File: src/rtl/fpnew_fma_sum_norm.sv
// fpnew_fma_sum_norm: two-stage FMA adder/normalizer producing pre-rounding mantissa, exponent, round and sticky.
// Rounding modes use the fpnew 3-bit encoding (RNE=0, RTZ=1, RDN=2, RUP=3, RMM=4).
module fpnew_fma_sum_norm #(
    parameter int unsigned ExpWidth = 10,
    parameter int unsigned PrecBits = 24,
    parameter type TagType = logic,
    parameter type AuxType = logic,
    localparam int unsigned W = 3 * PrecBits + 4
) (
    input  logic                       clk_i,
    input  logic                       rst_ni,
    input  logic                       effective_subtraction_i,
    input  logic                       tentative_sign_i,
    input  logic signed [ExpWidth-1:0] tentative_exponent_i,
    input  logic                       sticky_before_add_i,
    input  logic [W-1:0]               product_shifted_i,
    input  logic [W-1:0]               addend_shifted_i,
    input  logic                       inject_carry_in_i,
    input  logic [2:0]                 rnd_mode_i,
    input  TagType                     tag_i,
    input  AuxType                     aux_i,
    input  logic                       in_valid_i,
    output logic                       in_ready_o,
    input  logic                       flush_i,
    output logic                       sign_o,
    output logic signed [ExpWidth-1:0] exponent_o,
    output logic [PrecBits-1:0]        mantissa_o,
    output logic                       round_bit_o,
    output logic                       sticky_bit_o,
    output logic                       zero_o,
    output logic [2:0]                 rnd_mode_o,
    output TagType                     tag_o,
    output AuxType                     aux_o,
    output logic                       out_valid_o,
    input  logic                       out_ready_i,
    output logic                       busy_o
);
    localparam logic [2:0] RNE = 3'd0;
    localparam logic [2:0] RDN = 3'd2;

    logic [1:0]                 valid_q;
    logic                       ready_a, ready_b;
    logic [W:0]                 raw, mag_d, mag_q;
    logic                       sign_a_d, sign_a_q, sticky_a_q;
    logic signed [ExpWidth-1:0] exp_a_q;
    logic [2:0]                 rnd_a_q;
    TagType                     tag_a_q;
    AuxType                     aux_a_q;
    int                         lzc, e_unc, shift;
    logic                       clamp, zero_d, sign_d;
    logic [W:0]                 norm;
    logic signed [ExpWidth-1:0] exp_d;

    assign ready_b    = out_ready_i | ~valid_q[1];
    assign ready_a    = ready_b | ~valid_q[0];
    assign in_ready_o = ready_a;
    assign out_valid_o = valid_q[1];
    assign busy_o     = in_valid_i | valid_q[0] | valid_q[1];

    // A negative subtraction result is recovered by negating the truncated sum and flipping the sign.
    always_comb begin
        raw      = {1'b0, product_shifted_i} + {1'b0, addend_shifted_i} + {{W{1'b0}}, inject_carry_in_i};
        mag_d    = raw;
        sign_a_d = tentative_sign_i;
        if (effective_subtraction_i) begin
            mag_d    = raw[W] ? {1'b0, raw[W-1:0]} : {1'b0, -raw[W-1:0]};
            sign_a_d = raw[W] ? tentative_sign_i : ~tentative_sign_i;
        end
    end

    // Shift is limited so the exponent bottoms out at zero for subnormal results.
    always_comb begin
        lzc = int'(W) + 1;
        for (int i = 0; i <= int'(W); i++)
            if (mag_q[i]) lzc = int'(W) - i;
        e_unc  = int'(exp_a_q) + 1 - lzc;
        clamp  = e_unc < 1;
        shift  = clamp ? ((exp_a_q > 0) ? int'(exp_a_q) : 0) : lzc;
        norm   = mag_q << shift;
        zero_d = mag_q == '0;
        exp_d  = (clamp | zero_d) ? '0 : ExpWidth'(e_unc);
        sign_d = (zero_d & ~sticky_a_q) ? (rnd_a_q == RDN) : sign_a_q;
    end

    always_ff @(posedge clk_i or negedge rst_ni) begin
        if (!rst_ni) begin
            valid_q      <= '0;
            mag_q        <= '0;
            sign_a_q     <= 1'b0;
            exp_a_q      <= '0;
            sticky_a_q   <= 1'b0;
            rnd_a_q      <= RNE;
            tag_a_q      <= '0;
            aux_a_q      <= '0;
            sign_o       <= 1'b0;
            exponent_o   <= '0;
            mantissa_o   <= '0;
            round_bit_o  <= 1'b0;
            sticky_bit_o <= 1'b0;
            zero_o       <= 1'b0;
            rnd_mode_o   <= RNE;
            tag_o        <= '0;
            aux_o        <= '0;
        end else begin
            if (flush_i) begin
                valid_q <= '0;
            end else begin
                if (ready_a) valid_q[0] <= in_valid_i;
                if (ready_b) valid_q[1] <= valid_q[0];
            end
            if (ready_a & in_valid_i) begin
                mag_q      <= mag_d;
                sign_a_q   <= sign_a_d;
                exp_a_q    <= tentative_exponent_i;
                sticky_a_q <= sticky_before_add_i;
                rnd_a_q    <= rnd_mode_i;
                tag_a_q    <= tag_i;
                aux_a_q    <= aux_i;
            end
            if (ready_b & valid_q[0]) begin
                sign_o       <= sign_d;
                exponent_o   <= exp_d;
                mantissa_o   <= norm[W -: PrecBits];
                round_bit_o  <= norm[W-PrecBits];
                sticky_bit_o <= (|norm[W-PrecBits-1:0]) | sticky_a_q;
                zero_o       <= zero_d;
                rnd_mode_o   <= rnd_a_q;
                tag_o        <= tag_a_q;
                aux_o        <= aux_a_q;
            end
        end
    end
endmodule

File: config.mk
export PLATFORM = sky130hd
export DESIGN_NAME = fpnew_fma_sum_norm
export DESIGN_NICKNAME = d
export VERILOG_FILES = /design/src/rtl/fpnew_fma_sum_norm.sv
export SDC_FILE = /design/constraint.sdc
export NUM_CORES = 1
export LEC_CHECK = 0
export BUFFER_PORTS_ARGS = -buffer_cell sky130_fd_sc_hd__buf_2
export CELL_PAD_IN_SITES_DETAIL_PLACEMENT = 0
export CELL_PAD_IN_SITES_GLOBAL_PLACEMENT = 1
export CORE_MARGIN = 2
export CORE_UTILIZATION = 45
export CTS_CLUSTER_SIZE = 14
export DETAILED_ROUTE_END_ITERATION = 10
export PLACE_DENSITY_LB_ADDON = 0.3
export SLEW_MARGIN = 20
export SYNTH_ARGS = -nofsm -noshare
export SYNTH_HDL_FRONTEND = slang
export SYNTH_SLANG_ARGS = --single-unit
File: constraint.sdc
create_clock -name clk_i -period 21.6 [get_ports clk_i]
set_input_delay 4.32 -clock clk_i [delete_from_list [all_inputs] [get_ports clk_i]]
set_output_delay 4.32 -clock clk_i [all_outputs]
set_load 0.02 [all_outputs]
==> out/summary.txt <==
status -> completed
Post-synth EDFFs -> 0
Worst Skew -> 0.0128 ns
post-route design area -> 0.0212 sq mm
Sequential Power Share -> 0.201
total setup buffers inserted after CTS -> 0
Logic pwr share -> 0.658
sw frac -> 0.526
Core Footprint -> 0.0421 sq mm
Max Slew Vio Count -> 0
Final Hold Viols -> 0
Pleak -> 8.82 nW
worst skew pair latency -> 0.46 ns
area taken by multi-input logic gates -> 0.0149 sq mm
crit start category -> input port
crit path time final -> 9.74 ns
Die X -> 211 um
Max IR drop VDD -> 0.0501 mV
Least-Margin Pin Slew -> 1.10 ns
Worst-path clk slew -> 0.06 ns
drt total wl -> 69500 um
Layout Utilization -> 0.504
Sw Pwr -> 1.13 mW
max cap viols -> 0
Fillers -> 4255
final setup vio count -> 0
Worst Path Max Fanout -> 5
TritonCTS Buffers -> 17
Worst Setup End Kind -> flop
dpl cell area -> 0.0206 sq mm
#FFs+latches synth -> 139
Remaining DRCs -> 0
post-synthesis sequential area ratio -> 0.180
clock share of power -> 0.140
Final GP Congestion -> 0.995
ys flop type -> dfrtp_1
CTS tree -> built
top cell type's share of synthesized area -> 0.180
Async SR Flop Fraction -> 1.00
Non-Filler Instances -> 3261
clk buf depth -> 2
critical path type -> in -> reg
pwr dens -> 101 mW/mm^2
first-pass detailed-route iteration total -> 8
cell count after placement -> 3230
Tightest Hold Check Type -> reg -> reg
CP Data Arrival Time -> 10.03 ns
cell row count -> 75
first-pass GRT wire length -> 109000 um
pre-CTS WS -> 11.53 ns
Die Ht -> 211 um
Req. time, crit path -> 21.89 ns
Clock Sinks -> 139
Reg area -> 0.00348 sq mm
hpwl dp -> 54300 um
PortBufs -> 221
final critical-path share of the clock period -> 0.451
Die Footprint -> 0.0445 sq mm
Yosys warning total -> 0
internal power -> 1.01 mW
wire length per cell -> 21.3 um
Total GRT Usage -> 0.306
Mapped Area -> 0.0193 sq mm
share of layout cells above drive strength 1 -> 0.143
FMAX -> 0.103 GHz
Root Buffer -> clkbuf_16
Iter 0 DRT Violations -> 2313
Post-CTS Hold Buffers -> 0
H-tree levels -> 4
Final WS setup -> 11.86 ns
largest net degree at the start of global routing -> 116
commonest non-fill, non-tap cells in the layout -> 306 x nand2_1, 220 x buf_2, 219 x nor2_1
# IOs -> 222
Synth area leaders -> dfrtp_1 18%, ha_1 6.0%, nand2_1 6.0%
vias in the first global route -> 19200
antenna cells -> 0
DR vias -> 21200
initial antenna violation count -> 0
layout net count -> 2983
initial core utilization -> 0.458
synthesized net count -> 2898
distinct cell type count after synthesis -> 97
vias per cell -> 6.49
Routed Antenna Nets -> 0
Total Negative Setup Slacks -> 0 ns
P&R area growth vs syn -> 10.1%
Gate Count Post-Synth -> 2625
post-CTS resize count -> 0
cell accounting for the most synthesized area -> dfrtp_1
Mean Syn Cell Area -> 7.35 sq um
most common cell after layout, fill and taps aside -> nand2_1
overflow left after global routing -> 0
Max-slew headroom -> 0.263
RSZ-0062 raised after global routing -> false
-- critical path, cell delays in order --
cell and delay [ns]:
buf_2 0.11, fa_1 0.46, inv_1 0.09, fa_1 0.19, nor2b_1 0.07, o31a_1 0.29
o21ai_0 0.46, a211oi_1 0.15, a211oi_1 0.53, nand4_1 0.31, nor4_1 0.64, and4_1 0.36
or3b_2 0.53, or4_1 0.49, nor4_2 0.45, nor3b_1 0.28, nor2_1 0.08, xnor2_1 0.14
o21ai_0 0.08
-- path summary, 6_finish.rpt --
path | start | end | slack [ns] | cells after the start
setup / recovery | product_shifted_i[0] | mag_q[74]$_DFFE_PN0P_ | 11.86 | 19
hold / removal | mantissa_o[21]$_DFFE_PN0P_ | mantissa_o[21]$_DFFE_PN0P_ | 0.47 | 1
setup reg to reg | mag_q[15]$_DFFE_PN0P_ | sticky_bit_o$_DFFE_PN0P_ | 11.93 | 30
hold reg to reg | mantissa_o[21]$_DFFE_PN0P_ | mantissa_o[21]$_DFFE_PN0P_ | 0.47 | 1
max in group asynchronous | rst_ni | mag_q[66]$_DFFE_PN0P_ | 16.39 | 2
min in group asynchronous | rst_ni | aux_o$_DFFE_PN0P_ | 3.88 | 1
-- power by group through the flow --
stage	Clock [mW]	Combinational, mW	Sequential, mW
2_1_floorplan	0	0.949	0.430
3_3_place_gp	0	1.37	0.428
3_5_place_dp	0	1.36	0.433
4_1_cts	0.305	1.37	0.428
5_1_grt	0.315	1.52	0.443
6_report	0.301	1.41	0.431
-- metrics by stage --
step | hold slack, ns | power (mW)
final | 0.471 | 2.14
after detailed placement | 0.461 | 1.80
after global routing | 0.491 | 2.28
after CTS | 0.475 | 2.11
after floorplan | 0.433 | 1.38
after global placement | 0.442 | 1.79
-- final cells by class --
class	instances	area share
tap	539	0.0318
sequential	139	0.164
clock inverter	11	0.00648
clock buffer	20	0.0220
timing repair buffer	245	0.0609
inverter	70	0.0124
multi-input combinational	2237	0.703
-- synthesized netlist by cell type, types with 10 or more instances --
cell type and n:
nand2b_1 20, a21o_1 43, o21bai_1 13, o31a_1 14, o32ai_1 24, a31oi_1 33, a21oi_1 185, mux2_2 34
o21ai_0 213, a22o_1 18, ha_1 93, o21a_1 31, or3_1 25, nor2b_1 17, nor3_1 115, inv_1 69
or4_1 10, a2111oi_0 13, xor2_1 51, nor4_1 41, nand2_1 307, or2_2 14, nand3_1 50, o211ai_1 35
nand4_1 26, o22ai_1 25, a211oi_1 62, mux4_2 13, nor2_1 219, buf_1 30, a211o_1 15, a311oi_1 11
dfrtp_1 139, mux2i_1 93, a32o_1 10, xnor2_1 70, and2_1 24, buf_2 20, and3_1 20, o31ai_1 47
clkbuf_1 128, a221oi_1 13
-- state kept, by name, summed over array words and instances (netlist names) --
| signal | flops |
|---|---|
| aux_a_q | 1 |
| sticky_a_q | 1 |
| mag_q | 77 |
| aux_o | 1 |
| sign_o | 1 |
| mantissa_o | 24 |
| tag_o | 1 |
| rnd_mode_o | 3 |
| zero_o | 1 |
| rnd_a_q | 3 |
| sticky_bit_o | 1 |
| exp_a_q | 10 |
| round_bit_o | 1 |
| exponent_o | 10 |
| valid_q | 2 |
| sign_a_q | 1 |
| tag_a_q | 1 |
-- layer usage --
layer | wire length [um] | track usage | vias up
met1 | 32300 | 0.446 | 9946
li1 | - | - | 10100
met2 | 30400 | 0.466 | 942
met5 | 0 | 0 | -
met3 | 4700 | 0.0348 | 127
met4 | 2120 | 0.105 | 0
-- logic make-up after synthesis --
logic type,Yosys count,share of synthesized area
AO/OA/AOI/OAI,946,0.336
AND/OR/NAND/NOR,933,0.231
adder cells (fa/ha/maj),97,0.0645
multiplexers,140,0.0833
flip-flops,139,0.180
buffers and inverters,249,0.0500
XOR/XNOR,121,0.0550
(Power assumes the default switching activity.)
